## src/rtl/input_line_buffer_pkg.sv

```systemverilog
`default_nettype none
// ============================================================================
// Module   : input_line_buffer_pkg
// Brief    : Shared sizes, state encoding and size check for the 3x3 conv
//            input line-buffer controller.
// Revision : 1.0 - initial release
// ============================================================================
package input_line_buffer_pkg;

  localparam int MAX_IMG_SIZE    = 128;
  localparam int SIZE_WIDTH      = 8;
  localparam int BRAM_ADDR_WIDTH = 7;
  localparam int MIN_IMG_SIZE    = 3;

  // Controller state encoding
  typedef logic [2:0] state_t;
  localparam state_t ST_IDLE      = 3'd0;
  localparam state_t ST_ROW_START = 3'd1;
  localparam state_t ST_COL_RD    = 3'd2;
  localparam state_t ST_COL_SH    = 3'd3;
  localparam state_t ST_PAD_SH    = 3'd4;
  localparam state_t ST_ROW_END   = 3'd5;
  localparam state_t ST_DONE      = 3'd6;

  // True when an image side can be processed by the datapath
  function automatic logic size_ok(input logic [SIZE_WIDTH-1:0] n);
    return (n >= SIZE_WIDTH'(MIN_IMG_SIZE)) && (n <= SIZE_WIDTH'(MAX_IMG_SIZE));
  endfunction

endpackage
`default_nettype wire

```

## src/rtl/input_line_buffer_ctrl.sv

```systemverilog
`default_nettype none
// ============================================================================
// Module   : input_line_buffer_ctrl
// Brief    : Sequencer for the 3x3 conv line-buffer datapath. Walks the image
//            in row sweeps, driving window shift/reset, row-zero muxes, BRAM
//            enables and the BRAM address counter, and emits one strobe per
//            completed 3x3 window with its center coordinate.
//            Build option LINEBUFF_CTRL_PADDING_EN: defined gives zero-padded
//            "same" output (N x N windows); undefined gives "valid" output
//            ((N-2) x (N-2) windows, no right padding column, no extra sweep).
// Revision : 1.0 - initial release
// ============================================================================
module input_line_buffer_ctrl
  import input_line_buffer_pkg::*;
(
  input  logic                  clk,
  input  logic                  reset_n,
  input  logic                  start,
  input  logic [SIZE_WIDTH-1:0] img_size,
  input  logic                  in_valid,
  output logic                  in_ready,
  output logic                  win_valid,
  input  logic                  win_ready,
  output logic [SIZE_WIDTH-1:0] win_row,
  output logic [SIZE_WIDTH-1:0] win_col,
  output logic                  busy,
  output logic                  done,
  output logic                  cfg_err,
  output logic                  Wr_window,
  output logic                  Shift_window,
  output logic                  Rst_window,
  output logic                  window_row_n_mux,
  output logic                  window_row_n_1_mux,
  output logic                  window_row_n_2_mux,
  output logic                  ena_linebuff_BRAM,
  output logic                  wea_linebuff_BRAM,
  output logic                  enb_linebuff_BRAM,
  output logic                  en_linebuff_BRAM_counter,
  output logic                  rst_linebuff_BRAM_counter
);

  state_t                state;
  logic [SIZE_WIDTH-1:0] n;          // latched image side
  logic [SIZE_WIDTH-1:0] r;          // sweep index
  logic [SIZE_WIDTH-1:0] c;          // column / shift index within a sweep
  logic [SIZE_WIDTH-1:0] c_next;
  logic [SIZE_WIDTH-1:0] last_row;
  logic [SIZE_WIDTH-1:0] win_row_q;
  logic [SIZE_WIDTH-1:0] win_col_q;
  logic                  pending;
  logic                  cfg_err_q;
  logic                  can_emit;
  logic                  fire;
  logic                  fire_col;
  logic                  emits_window;
  logic                  rows_live;

`ifdef LINEBUFF_CTRL_PADDING_EN
  // Extra bottom sweep (r = N) feeds the zero row under the last image row
  assign last_row     = n;
  assign emits_window = (r != '0) && (c != '0);
`else
  assign last_row     = n - SIZE_WIDTH'(1);
  assign emits_window = (r >= SIZE_WIDTH'(2)) && (c >= SIZE_WIDTH'(2));
`endif

  // A shift may only land once the previous window has been taken
  assign can_emit = !pending || win_ready;
  assign c_next   = c + SIZE_WIDTH'(1);

  // Decide whether the shift state completes its shift this cycle
  always_comb begin
    fire = 1'b0;
    case (state)
      ST_COL_SH: fire = ((r == n) || in_valid) && can_emit;
      ST_PAD_SH: fire = can_emit;
      default:   fire = 1'b0;
    endcase
  end

  assign fire_col = fire && (state == ST_COL_SH);

  // Control strobes; during reset only the window/counter resets are held
  assign Rst_window                = !reset_n || (state == ST_ROW_START);
  assign rst_linebuff_BRAM_counter = !reset_n || (state == ST_ROW_START);
  assign Wr_window                 = reset_n && fire;
  assign Shift_window              = reset_n && fire;
  assign en_linebuff_BRAM_counter  = reset_n && fire_col;
  assign in_ready                  = reset_n && fire_col && (r < n);
  assign ena_linebuff_BRAM         = in_ready;
  assign wea_linebuff_BRAM         = in_ready;
  assign enb_linebuff_BRAM         = reset_n && (state == ST_COL_RD);

  // Row muxes follow the sweep index except in the right padding column
  assign rows_live = reset_n && ((state == ST_ROW_START) || (state == ST_COL_RD) ||
                                 (state == ST_COL_SH)    || (state == ST_ROW_END));
  assign window_row_n_mux   = rows_live && (r < n);
  assign window_row_n_1_mux = rows_live && (r >= SIZE_WIDTH'(1));
  assign window_row_n_2_mux = rows_live && (r >= SIZE_WIDTH'(2));

  assign busy      = reset_n && (state != ST_IDLE);
  assign done      = reset_n && (state == ST_DONE);
  assign cfg_err   = reset_n && cfg_err_q;
  assign win_valid = reset_n && pending;
  assign win_row   = reset_n ? win_row_q : '0;
  assign win_col   = reset_n ? win_col_q : '0;

  // Sweep sequencing, window-pending tracking and configuration checking
  always_ff @(posedge clk) begin
    if (!reset_n) begin
      state     <= ST_IDLE;
      n         <= '0;
      r         <= '0;
      c         <= '0;
      pending   <= 1'b0;
      win_row_q <= '0;
      win_col_q <= '0;
      cfg_err_q <= 1'b0;
    end else begin
      cfg_err_q <= 1'b0;
      if (pending && win_ready) begin
        pending <= 1'b0;
      end
      // A new window overrides the clear of the one just handed off
      if (fire && emits_window) begin
        pending   <= 1'b1;
        win_row_q <= r - SIZE_WIDTH'(1);
        win_col_q <= c - SIZE_WIDTH'(1);
      end
      case (state)
        ST_IDLE: begin
          if (start) begin
            if (size_ok(img_size)) begin
              n     <= img_size;
              r     <= '0;
              state <= ST_ROW_START;
            end else begin
              cfg_err_q <= 1'b1;
            end
          end
        end
        ST_ROW_START: begin
          c     <= '0;
          state <= ST_COL_RD;
        end
        ST_COL_RD: begin
          state <= ST_COL_SH;
        end
        ST_COL_SH: begin
          if (fire) begin
            c <= c_next;
            if (c_next == n) begin
`ifdef LINEBUFF_CTRL_PADDING_EN
              state <= ST_PAD_SH;
`else
              state <= ST_ROW_END;
`endif
            end else begin
              state <= ST_COL_RD;
            end
          end
        end
        ST_PAD_SH: begin
          if (fire) begin
            state <= ST_ROW_END;
          end
        end
        ST_ROW_END: begin
          if (can_emit) begin
            if (r == last_row) begin
              state <= ST_DONE;
            end else begin
              r     <= r + SIZE_WIDTH'(1);
              state <= ST_ROW_START;
            end
          end
        end
        ST_DONE: begin
          state <= ST_IDLE;
        end
        default: begin
          state <= ST_IDLE;
        end
      endcase
    end
  end

endmodule
`default_nettype wire
```

## config.mk

```make
export PLATFORM = sky130hd
export DESIGN_NAME = input_line_buffer_ctrl
export DESIGN_NICKNAME = d
export VERILOG_FILES = /design/src/rtl/input_line_buffer_pkg.sv /design/src/rtl/input_line_buffer_ctrl.sv
export SDC_FILE = /design/constraint.sdc
export NUM_CORES = 1
export LEC_CHECK = 0
export ABC_AREA = 0
export BUFFER_PORTS_ARGS = -buffer_cell sky130_fd_sc_hd__buf_4
export CAP_MARGIN = 20
export CORE_MARGIN = 4
export CORE_UTILIZATION = 50
export DETAILED_ROUTE_END_ITERATION = 8
export GPL_TIMING_DRIVEN = 0
export PLACE_DENSITY = 0.8
export SKIP_LAST_GASP = 1
export SYNTH_ARGS = -nofsm -noshare
export SYNTH_HDL_FRONTEND = slang
export SYNTH_SLANG_ARGS = --single-unit
```

## constraint.sdc

```tcl
create_clock -name clk -period 7.1 [get_ports clk]
set_input_delay 0.71 -clock clk [delete_from_list [all_inputs] [get_ports clk]]
set_output_delay 0.71 -clock clk [all_outputs]
set_load 0.01 [all_outputs]
```

==> results.toml, run 1 <==
[yosys]
synthesis.area_sq_um = 3300
synth_cell_type_count = 59
synth.largest_area_cell = "dfxtp_1"
synthAdderAreaFrac_pct = 6.06
synth_nets = 441
ys_warn_count = 0
synth_common_cells = "dfxtp_1 (45), nand2_1 (36), nor2_1 (24), xnor2_1 (24), and2_1 (23)"
synth.area.top_cells = "dfxtp_1 (27%), xnor2_1 (6.4%), ha_1 (6.1%), and2_1 (4.4%), nand2_1 (4.1%)"
synth.area.mux_share_pct = 2.42
ys_seq_elements = 45
synth_flop_cell = "dfxtp_1"
yosysSeqAreaShare_pct = 27.3
synth_compound_area_share_pct = 19.0
synth_cells = 412
synth-simple-area-share_pct = 28.1
synth_top_family_by_area = "simple AND/OR/NAND/NOR gates"
synth_edf_count = 0
avgSynthCellArea_sq_um = 8.02
synthXorXnorAreaFrac_pct = 10.3
async_flop_share_pct = 0
synth_top_area_share_pct = 27.3
yosysMostFrequentCell = "dfxtp_1"

[power]
pwr-share-comb_pct = 32.3
p_seq_share_pct = 41.3
power.density_nw_per_um2 = 170
leakagePower_nw = 1.72
swShare_pct = 34.2
finalPower_w = 0.000652
peakVddDrop_mv = 0.0841
cellInternalPower_w = 0.000429
p_switching_w = 0.000223
power.share.clock_pct = 26.3

[setup_path]
r2r_cells = 11
start_kind = "flip-flop"
worst-r2r-setup-slack_ps = 4160
crit_family = "simple AND/OR/NAND/NOR gates"
path_max_fanout = 5
worst_ep_arrival_time_ps = 3020
cp_num_buf_inv = 3
r2r_end = "win_row_q[1]"
critPathSlowestCell = "dfxtp_1"
crit_required_ps = 6390
slowest_delay_ps = 560
worstSetupEndpointType = "primary output"
crit_chain = "inv_1 > ha_1 > nand4_1 > o21bai_1 > a21oi_1 > nor2_1 > and3_1 > nor3b_1 > buf_4 > buf_4"
worst-setup-path-type = "flip-flop to primary output"
r2r_start = "n[5]"
crit_top_cell = "buf_4"

[cts]
post_cts_resized = 0
postCtsSetupBuffers = 0
clock_sinks = 45
ctsHoldBuffers = 0
cts-root-buf = "clkbuf_8"
cts_tree = "built"
cts_max_level = 2
path_clk_slew_ps = 90
clockBufferDepth = 2
numCtsBuffers = 5
clock_latency_ps = 310

[cells_and_area]
nFillCells = 581
post_route_cells_drive_above_1_share_pct = 17.7
finalNetCount = 492
final-instance-count-excl-fill = 541
area_delta_synth_final_pct = 15.8
antenna_cells = 0

[drt]
antenna_left = 0
post_drt_wl_per_cell_um = 15.6
vias = 3103
post_drt_via_cell_ratio = 5.74
drc = 0
first_pass_iters = 5
dr.first_iter.drc_count = 181
routed_wl_mm = 8.45

[sta]
worst_pin_slew_ps = 979
rsz0062_at_grt = "no"
setup_viol = 0
max_freq_mhz = 268
slew-limit-headroom_pct = 34.3
setup-tns-final_ps = 0
slew_violations = 0
finalHoldViolCount = 0
fin_worst_skew_ps = 10.5
whs_ps = 504
layout_min_cycle_time_ps = 3730
timing.final.crit_share_pct = 52.6

[worst_hold_path]
hp-start = "win_row_q[1]"
min_to = "win_row_q[1]"
whs_path_depth = 1
hold_class = "flip-flop to flip-flop"

[global_route]
antenna_found_initial = 0
grt-ovfl-total = 0
grt_pass1_vias = 2906
grt_pass1_wl_mm = 13.6
grt_start_max_net_pins = 15
grt.total_usage_pct = 21.8

[floorplanning]
core_sq_um = 6390
pin_count = 45
initial_core_util_pct = 51.7
die_x_um = 89.3
fp.dieArea_sq_um = 7970
die_h_um = 89.3
rows = 29

[flow_run]
cap_violations = 0

[place]
dp_cells = 533
io_buffers = 44
gp_congestion = 0.893
hpwl_mm = 6.54

[outcome]
outcome = "finished, final reports clean"
==> sequential cells by signal, indices dropped and copies added, names as in the netlist <==
register   count
cfg_err_q      1
c              8
state          3
win_col_q      8
r              8
n              8
pending        1
win_row_q      8
==> cell usage in the layout (no fill, tap or decap), types with 3 or more instances in the layout <==
cell / instances
a2111oi_1: 3
a21boi_0: 5
a21oi_1: 20
a31oi_1: 7
and2_1: 23
and3_1: 5
buf_2: 9
buf_4: 49
clkbuf_1: 22
clkbuf_8: 6
dfxtp_1: 45
ha_1: 16
inv_1: 12
mux2i_1: 8
nand2_1: 36
nand2b_1: 7
nand3_1: 17
nand4_1: 5
nor2_1: 24
nor2b_1: 17
nor3_1: 11
nor4_1: 6
o211a_1: 10
o211ai_1: 4
o21a_1: 4
o21ai_0: 4
o21ai_1: 9
o22ai_1: 3
or3_1: 3
xnor2_1: 24
xor2_1: 11
==> power groups by stage <==
stage	logic [W]	registers [W]	clock network, W
CTS	0.000209	0.000269	0.000174
floorplan	0.000157	0.000272	0
detailed placement	0.000207	0.000275	0
finish	0.000211	0.000269	0.000172
global route	0.000230	0.000270	0.000183
global placement	0.000202	0.000274	0
==> final cells by class <==
class	count	area, sq um	share of cell area, %
multi-input cells	316	2170	56.8
flip-flops and latches	45	901	23.5
repair buffers	44	330	8.63
plain buffers	37	176	4.61
well taps	77	96.3	2.52
clock buffers	6	82.6	2.16
inverters	14	52.6	1.37
clock inverters	2	13.8	0.360
==> metrics by stage <==
step / cell area [sq um] / util (%) / worst slack, ps
after floorplan: 3300 / - / 4140
after global placement: 3730 / 58.4 / 3770
final: 3830 / 59.9 / 3370
after global routing: 3830 / 59.9 / 3180
after CTS: 3830 / 59.9 / 3380
after detailed placement: 3730 / 58.4 / 3730
==> cell families (layout without fill, tap and decap cells) <==
| logic type | Yosys count | count (layout) |
|---|---|---|
| and+or+nand+nor | 170 | 170 |
| muxes | 8 | 8 |
| DFF | 45 | 45 |
| xor gates and xnor gates | 37 | 37 |
| adders and majority gates | 16 | 16 |
| buffers and inverters | 51 | 103 |
| AOI/OAI and AO/OA | 85 | 85 |
==> worst max path at each step <==
stage	slack, ps	start	cells past startpoint	to
after detailed placement	3730	n[5]	10	in_ready
after floorplan	4140	n[1]	10	in_ready
after CTS	3380	n[5]	10	in_ready
final	3370	n[5]	10	in_ready
after global placement	3770	n[5]	10	wea_linebuff_BRAM
after global routing	3180	n[5]	10	in_ready
==> routing by layer <==
layer  vias up  GRT usage [%]  routed length [um]
met5         -              0                   0
met4         0           8.12                 237
met3        29           2.67                 432
met2       117           38.4                4240
met1      1427           27.1                3540
li1       1530              -                   -
==> worst register-to-register path: cells and delay by family, from the launching register on <==
| kind | cells | cell delay (ps) |
|---|---|---|
| AND/OR/NAND/NOR | 4 | 730 |
| buffers and inverters | 3 | 630 |
| AO/OA/AOI/OAI | 3 | 600 |
| flip-flops | 1 | 560 |
| adder cells (fa/ha/maj) | 1 | 330 |
Note: power is estimated with default switching activity, not from simulation.
==> run 2, diff against run 1 <==
--- a/config.mk
+++ b/config.mk
@@ -12,7 +12,7 @@
 export CORE_UTILIZATION = 50
 export DETAILED_ROUTE_END_ITERATION = 8
 export GPL_TIMING_DRIVEN = 0
-export PLACE_DENSITY = 0.8
+export PLACE_DENSITY = 0.83
 export SKIP_LAST_GASP = 1
 export SYNTH_ARGS = -nofsm -noshare
 export SYNTH_HDL_FRONTEND = slang
==> constraint.sdc (replaced) <==
create_clock -name clk -period 3.4 [get_ports clk]
set_input_delay 0.34 -clock clk [delete_from_list [all_inputs] [get_ports clk]]
set_output_delay 0.34 -clock clk [all_outputs]
set_load 0.01 [all_outputs]
==> run 2 against run 1 <==
  * Clock skew fell by 1.9 ps
  * Non-clock buffer count did not move
  * Cell count did not move
  * Power rose by 110%
  * Combinational power rose by 110%
  * Hold slack got worse by 210 ps
  * Clock power rose by 95%
  * Setup slack got worse by 3200 ps
  * Critical endpoint is now wea_linebuff_BRAM
  * Sequential power rose by 110%
  * Largest power group unchanged
  * Wire length rose by 0.26%
  * Global-route usage rose by 0.35 points
==> results.toml, run 2 (synthesis results as in run 1) <==
[cells_and_area]
antenna_cells = 0
post_route_cells_drive_above_1_share_pct = 17.9
final-instance-count-excl-fill = 541
layout_common_cells = "buf_4 (49), dfxtp_1 (44), nand2_1 (36)"
area_delta_synth_final_pct = 15.7
nFillCells = 580
finalNetCount = 492
final_common_cell = "buf_4"
fin_area_sq_um = 3820

[setup_path]
worst_ep_arrival_time_ps = 2880
worst-setup-path-type = "flip-flop to primary output"
start_kind = "flip-flop"
worstSetupEndpointType = "primary output"
slowest_delay_ps = 480
path_max_fanout = 8
critPathSlowestCell = "dfxtp_1"
worst-r2r-setup-slack_ps = 540
crit_required_ps = 3060
r2r_start = "r[0]"
crit_chain = "inv_1 > ha_1 > nand4_1 > o21bai_1 > a21oi_1 > nor2_2 > and3_1 > nor3b_2 > buf_4 > buf_4"
r2r_end = "win_col_q[0]"
crit_top_cell = "buf_4"
r2r_cells = 11

[drt]
drc = 0
first_pass_iters = 5
routed_wl_mm = 8.47
antenna_left = 0
post_drt_wl_per_cell_um = 15.7
vias = 3131
dr.first_iter.drc_count = 221
post_drt_via_cell_ratio = 5.79

[cts]
postCtsSetupBuffers = 0
ctsHoldBuffers = 0
cts_tree = "built"
cts_max_level = 2
clock_latency_ps = 310
path_clk_slew_ps = 80
clock_sinks = 45
clockBufferDepth = 2
cts-root-buf = "clkbuf_8"
numCtsBuffers = 5

[floorplanning]
fp.dieArea_sq_um = 7970
pin_count = 45
die_x_um = 89.3
initial_core_util_pct = 51.7
die_h_um = 89.3
core_sq_um = 6390
rows = 29

[sta]
layout_min_cycle_time_ps = 3220
fin_ws_ps = 181
timing.final.crit_share_pct = 94.7
setup_viol = 0
slew_violations = 0
max_freq_mhz = 311
fin_worst_skew_ps = 8.57
worst_pin_slew_ps = 931
finalHoldViolCount = 0
setup-tns-final_ps = 0
slew-limit-headroom_pct = 37.5
rsz0062_at_grt = "no"

[power]
finalPower_w = 0.00134
peakVddDrop_mv = 0.220
power.density_nw_per_um2 = 351
leakagePower_nw = 1.71

[flow_run]
cap_violations = 0

[global_route]
grt.total_usage_pct = 22.1
antenna_found_initial = 0
grt_pass1_vias = 2999
grt_start_max_net_pins = 14
grt-ovfl-total = 0
grt_pass1_wl_mm = 13.8

[place]
hpwl_mm = 6.48
dpl_cell_area_sq_um = 3730
io_buffers = 44
dp_cells = 533
pre_cts_ws_ps = 344
gp_congestion = 0.898

[worst_hold_path]
hp-start = "img_size[5]"
whs_path_depth = 3
hold_class = "input port to flip-flop"
min_to = "n[5]"

[outcome]
outcome = "finished, final reports clean"
## run 2: area by class of cell
cell class,instances,area (sq um),share of cell area (%)
multi-input combinational,316,2180,57.1
sequential,45,902,23.6
timing repair buffer,44,330,8.64
buffer,37,176,4.61
tap,77,96.3,2.52
clock buffer,7,76.3,2.00
inverter,14,52.6,1.37
clock inverter,1,7.51,0.196
## run 2: timing repair
action,4_1_cts,5_1_grt
hold endpoints to repair,0,0
resized for setup,1,2
endpoints found under the setup margin,1,3
## run 2: metrics by stage
stage          hold slack (ps)  util, %
2_1_floorplan              464        -
3_3_place_gp               477     58.4
3_5_place_dp               482     58.4
4_1_cts                    296     59.8
5_1_grt                    321     59.9
6_report                   296     59.9
## run 2: how the worst max path moves through the flow
| stage | endpoint | start | slack (ps) | cells past startpoint |
|---|---|---|---|---|
| after floorplan | in_ready | n[1] | 810 | 10 |
| after global placement | in_ready | n[5] | 400 | 10 |
| after detailed placement | wea_linebuff_BRAM | r[0] | 340 | 10 |
| after CTS | wea_linebuff_BRAM | r[0] | 9 | 10 |
| after global routing | in_ready | r[0] | 30 | 10 |
| final | wea_linebuff_BRAM | r[0] | 180 | 10 |
## run 2: power by group
group / total [W] / switching (W) / internal [W] / leakage, nW
Sequential: 0.000562 / 0.0000176 / 0.000545 / 0.364
Combinational: 0.000443 / 0.000257 / 0.000186 / 1.31
Clock: 0.000336 / 0.000190 / 0.000146 / 0.0385
Total: 0.00134 / 0.000465 / 0.000877 / 1.71
## run 2: layer usage
layer / up-vias / GRT usage (%) / share of wire, %
met5: - / 0 / 0
met4: 0 / 7.98 / 1.9
met3: 17 / 5.07 / 4.7
met2: 86 / 38.3 / 50
met1: 1480 / 26.7 / 43
li1: 1548 / - / -
## run 2: worst max-delay path: cells and delay by family (launching register included)
kind | cells | cell delay (ps)
and+or+nand+nor | 4 | 840
adders and majority gates | 1 | 340
DFF | 1 | 480
AOI/OAI and AO/OA | 2 | 480
buffers and inverters | 3 | 440
==> run 3, diff against run 2 <==
--- a/config.mk
+++ b/config.mk
@@ -9,10 +9,11 @@
 export BUFFER_PORTS_ARGS = -buffer_cell sky130_fd_sc_hd__buf_4
 export CAP_MARGIN = 20
 export CORE_MARGIN = 4
-export CORE_UTILIZATION = 50
+export CORE_UTILIZATION = 53
+export CTS_CLUSTER_DIAMETER = 40
 export DETAILED_ROUTE_END_ITERATION = 8
 export GPL_TIMING_DRIVEN = 0
-export PLACE_DENSITY = 0.83
+export PLACE_DENSITY = 0.86
 export SKIP_LAST_GASP = 1
 export SYNTH_ARGS = -nofsm -noshare
 export SYNTH_HDL_FRONTEND = slang
==> run 3 against run 2 <==
  * Clock power is 7.1% higher
  * Global-route usage up 1.4 points
  * Cell count decreased by 0.37%
  * Hold slack better by 3.5 ps
  * Design area increased by 0.23%
  * Die area fell by 5.2%
  * Utilization rose by 4.1 points
  * Clock skew increased by 1.8 ps
  * Fmax is 0.41% higher
  * Setup slack better by 13 ps
  * Register-to-register slack better by 20 ps
  * Critical path type unchanged
  * Largest cell class unchanged
  * Largest power group unchanged
==> results.toml, run 3 (synthesis results as in run 1) <==
[outcome]
outcome = "finished, final reports clean"

[sta]
worst_pin_slew_ps = 974
slew-limit-headroom_pct = 34.6
finalHoldViolCount = 0
max_freq_mhz = 312
fin_ws_ps = 194
layout_min_cycle_time_ps = 3210
setup_viol = 0
setup-tns-final_ps = 0
timing.final.crit_share_pct = 94.3
fin_worst_skew_ps = 10.4
slew_violations = 0

[setup_path]
crit_family = "simple AND/OR/NAND/NOR gates"
endpoint = "wea_linebuff_BRAM"
r2r_cells = 11
r2r_end = "win_row_q[1]"
crit_top_cell = "buf_4"
worst-r2r-setup-slack_ps = 560
r2r_start = "n[5]"
cp.depth = 10
critPathSlowestCell = "dfxtp_1"
cp_num_buf_inv = 3
slowest_delay_ps = 570
worstSetupEndpointType = "primary output"
crit_required_ps = 3060
crit_chain = "inv_1 > ha_1 > nand4_1 > o21bai_1 > a21oi_1 > nor2_2 > and3_1 > nor3b_2 > buf_4 > buf_4"
cp-startpoint = "n[5]"
worst-setup-path-type = "flip-flop to primary output"
path_max_fanout = 5
worst_ep_arrival_time_ps = 2870
start_kind = "flip-flop"

[global_route]
grt_start_max_net_pins = 15
grt-busiest-layer = "met2"
grt-ovfl-total = 0
grt_pass1_vias = 3103
use_met1_pct = 28.3
grt.total_usage_pct = 23.5
grt_util_met2_pct = 41.1
antenna_found_initial = 0
use_met3_pct = 4.07
grt_pass1_wl_mm = 14.3

[drt]
drc = 0
antenna_left = 0
post_drt_wl_per_cell_um = 15.8
routed_wl_mm = 8.51
dr.first_iter.drc_count = 268
vias = 3190
post_drt_via_cell_ratio = 5.92
first_pass_iters = 5

[floorplanning]
core_sq_um = 5990
initial_core_util_pct = 55.2
rows = 28
pin_count = 45
die_h_um = 87.0
die_x_um = 87.0
fp.dieArea_sq_um = 7560

[cts]
clock_sinks = 45
cts_max_level = 2
cts-root-buf = "clkbuf_8"
cts_tree = "built"
clockBufferDepth = 2
clock_latency_ps = 300
postCtsSetupBuffers = 0
path_clk_slew_ps = 90
numCtsBuffers = 5

[worst_hold_path]
hold_class = "input port to flip-flop"

[place]
io_buffers = 44
pre_cts_ws_ps = 405
hpwl_mm = 6.51
dpl_cell_area_sq_um = 3730
gp_congestion = 0.906

[cells_and_area]
layout_common_cells = "buf_4 (49), dfxtp_1 (45), nand2_1 (36)"
nFillCells = 515
post_route_cells_drive_above_1_share_pct = 18.1
fin_area_sq_um = 3830
antenna_cells = 0
final_common_cell = "buf_4"
finalNetCount = 492
multi_input_area_sq_um = 2180
area_delta_synth_final_pct = 16.0
regArea_sq_um = 901

[power]
peakVddDrop_mv = 0.317
power.density_nw_per_um2 = 356
leakagePower_nw = 1.72

[flow_run]
cap_violations = 0
==> run 3: cell types whose count changed in the layout (fill, tap and decap cells not counted), sizes merged <==
cell / delta
clkbuf: -1
clkinvlp: -1
clkinv: +2
==> run 3: where the power goes <==
| group | switching, W | internal (W) | leakage [nW] | total, W |
|---|---|---|---|---|
| Clock | 0.000195 | 0.000165 | 0.0512 | 0.000360 |
| Combinational | 0.000255 | 0.000186 | 1.31 | 0.000442 |
| Sequential | 0.0000177 | 0.000544 | 0.364 | 0.000562 |
==> run 3: routing by layer <==
layer / part of all wire [%] / wire length, um / up-vias
li1: - / - / 1524
met5: 0 / 0 / -
met1: 40 / 3440 / 1514
met3: 5.0 / 429 / 30
met4: 3.2 / 268 / 0
met2: 51 / 4370 / 122
==> run 3: metrics by stage <==
stage / cells / hold slack (ps) / utilization, % / power, W
2_1_floorplan: 412 / 464 / - / 0.000895
3_3_place_gp: 531 / 477 / 62.2 / 0.000991
3_5_place_dp: 531 / 480 / 62.2 / 0.00101
4_1_cts: 539 / 309 / 63.8 / 0.00136
5_1_grt: 539 / 307 / 64.0 / 0.00144
6_report: 539 / 300 / 64.0 / 0.00136
==> run 3: what timing repair did <==
item	CTS	global route
resized for setup	0	2
hold buffers	0	0
setup endpoints to repair	0	3
==> run 3: how the worst min path moves through the flow <==
| stage | startpoint | to | slack [ps] | depth (start not counted) |
|---|---|---|---|---|
| 2_1_floorplan | win_col_q[0] | win_col_q[0] | 460 | 1 |
| 3_3_place_gp | win_col_q[6] | win_col_q[6] | 480 | 1 |
| 3_5_place_dp | win_row_q[5] | win_row_q[5] | 480 | 1 |
| 4_1_cts | img_size[6] | n[6] | 310 | 3 |
| 5_1_grt | img_size[6] | n[6] | 310 | 3 |
| 6_report | img_size[5] | n[5] | 300 | 3 |
==> run 3: cell type report <==
cell class / count / area share, %
Sequential cell: 45 / 23.5
Clock inverter: 2 / 0.359
Inverter: 14 / 1.37
Buffer: 37 / 4.60
Multi-Input combinational cell: 316 / 56.9
Tap cell: 75 / 2.45
Timing Repair Buffer: 44 / 8.62
Clock buffer: 6 / 2.15
==> run 3: worst register-to-register path, cell delays in order (launching register included) <==
cell      delay (ps)
dfxtp_1          570
inv_1             90
ha_1             330
nand4_1          110
o21bai_1         340
a21oi_1          140
nor2_2           220
and2_1           160
buf_2            140
clkbuf_1         380
nand2_1          110
o211a_1          140
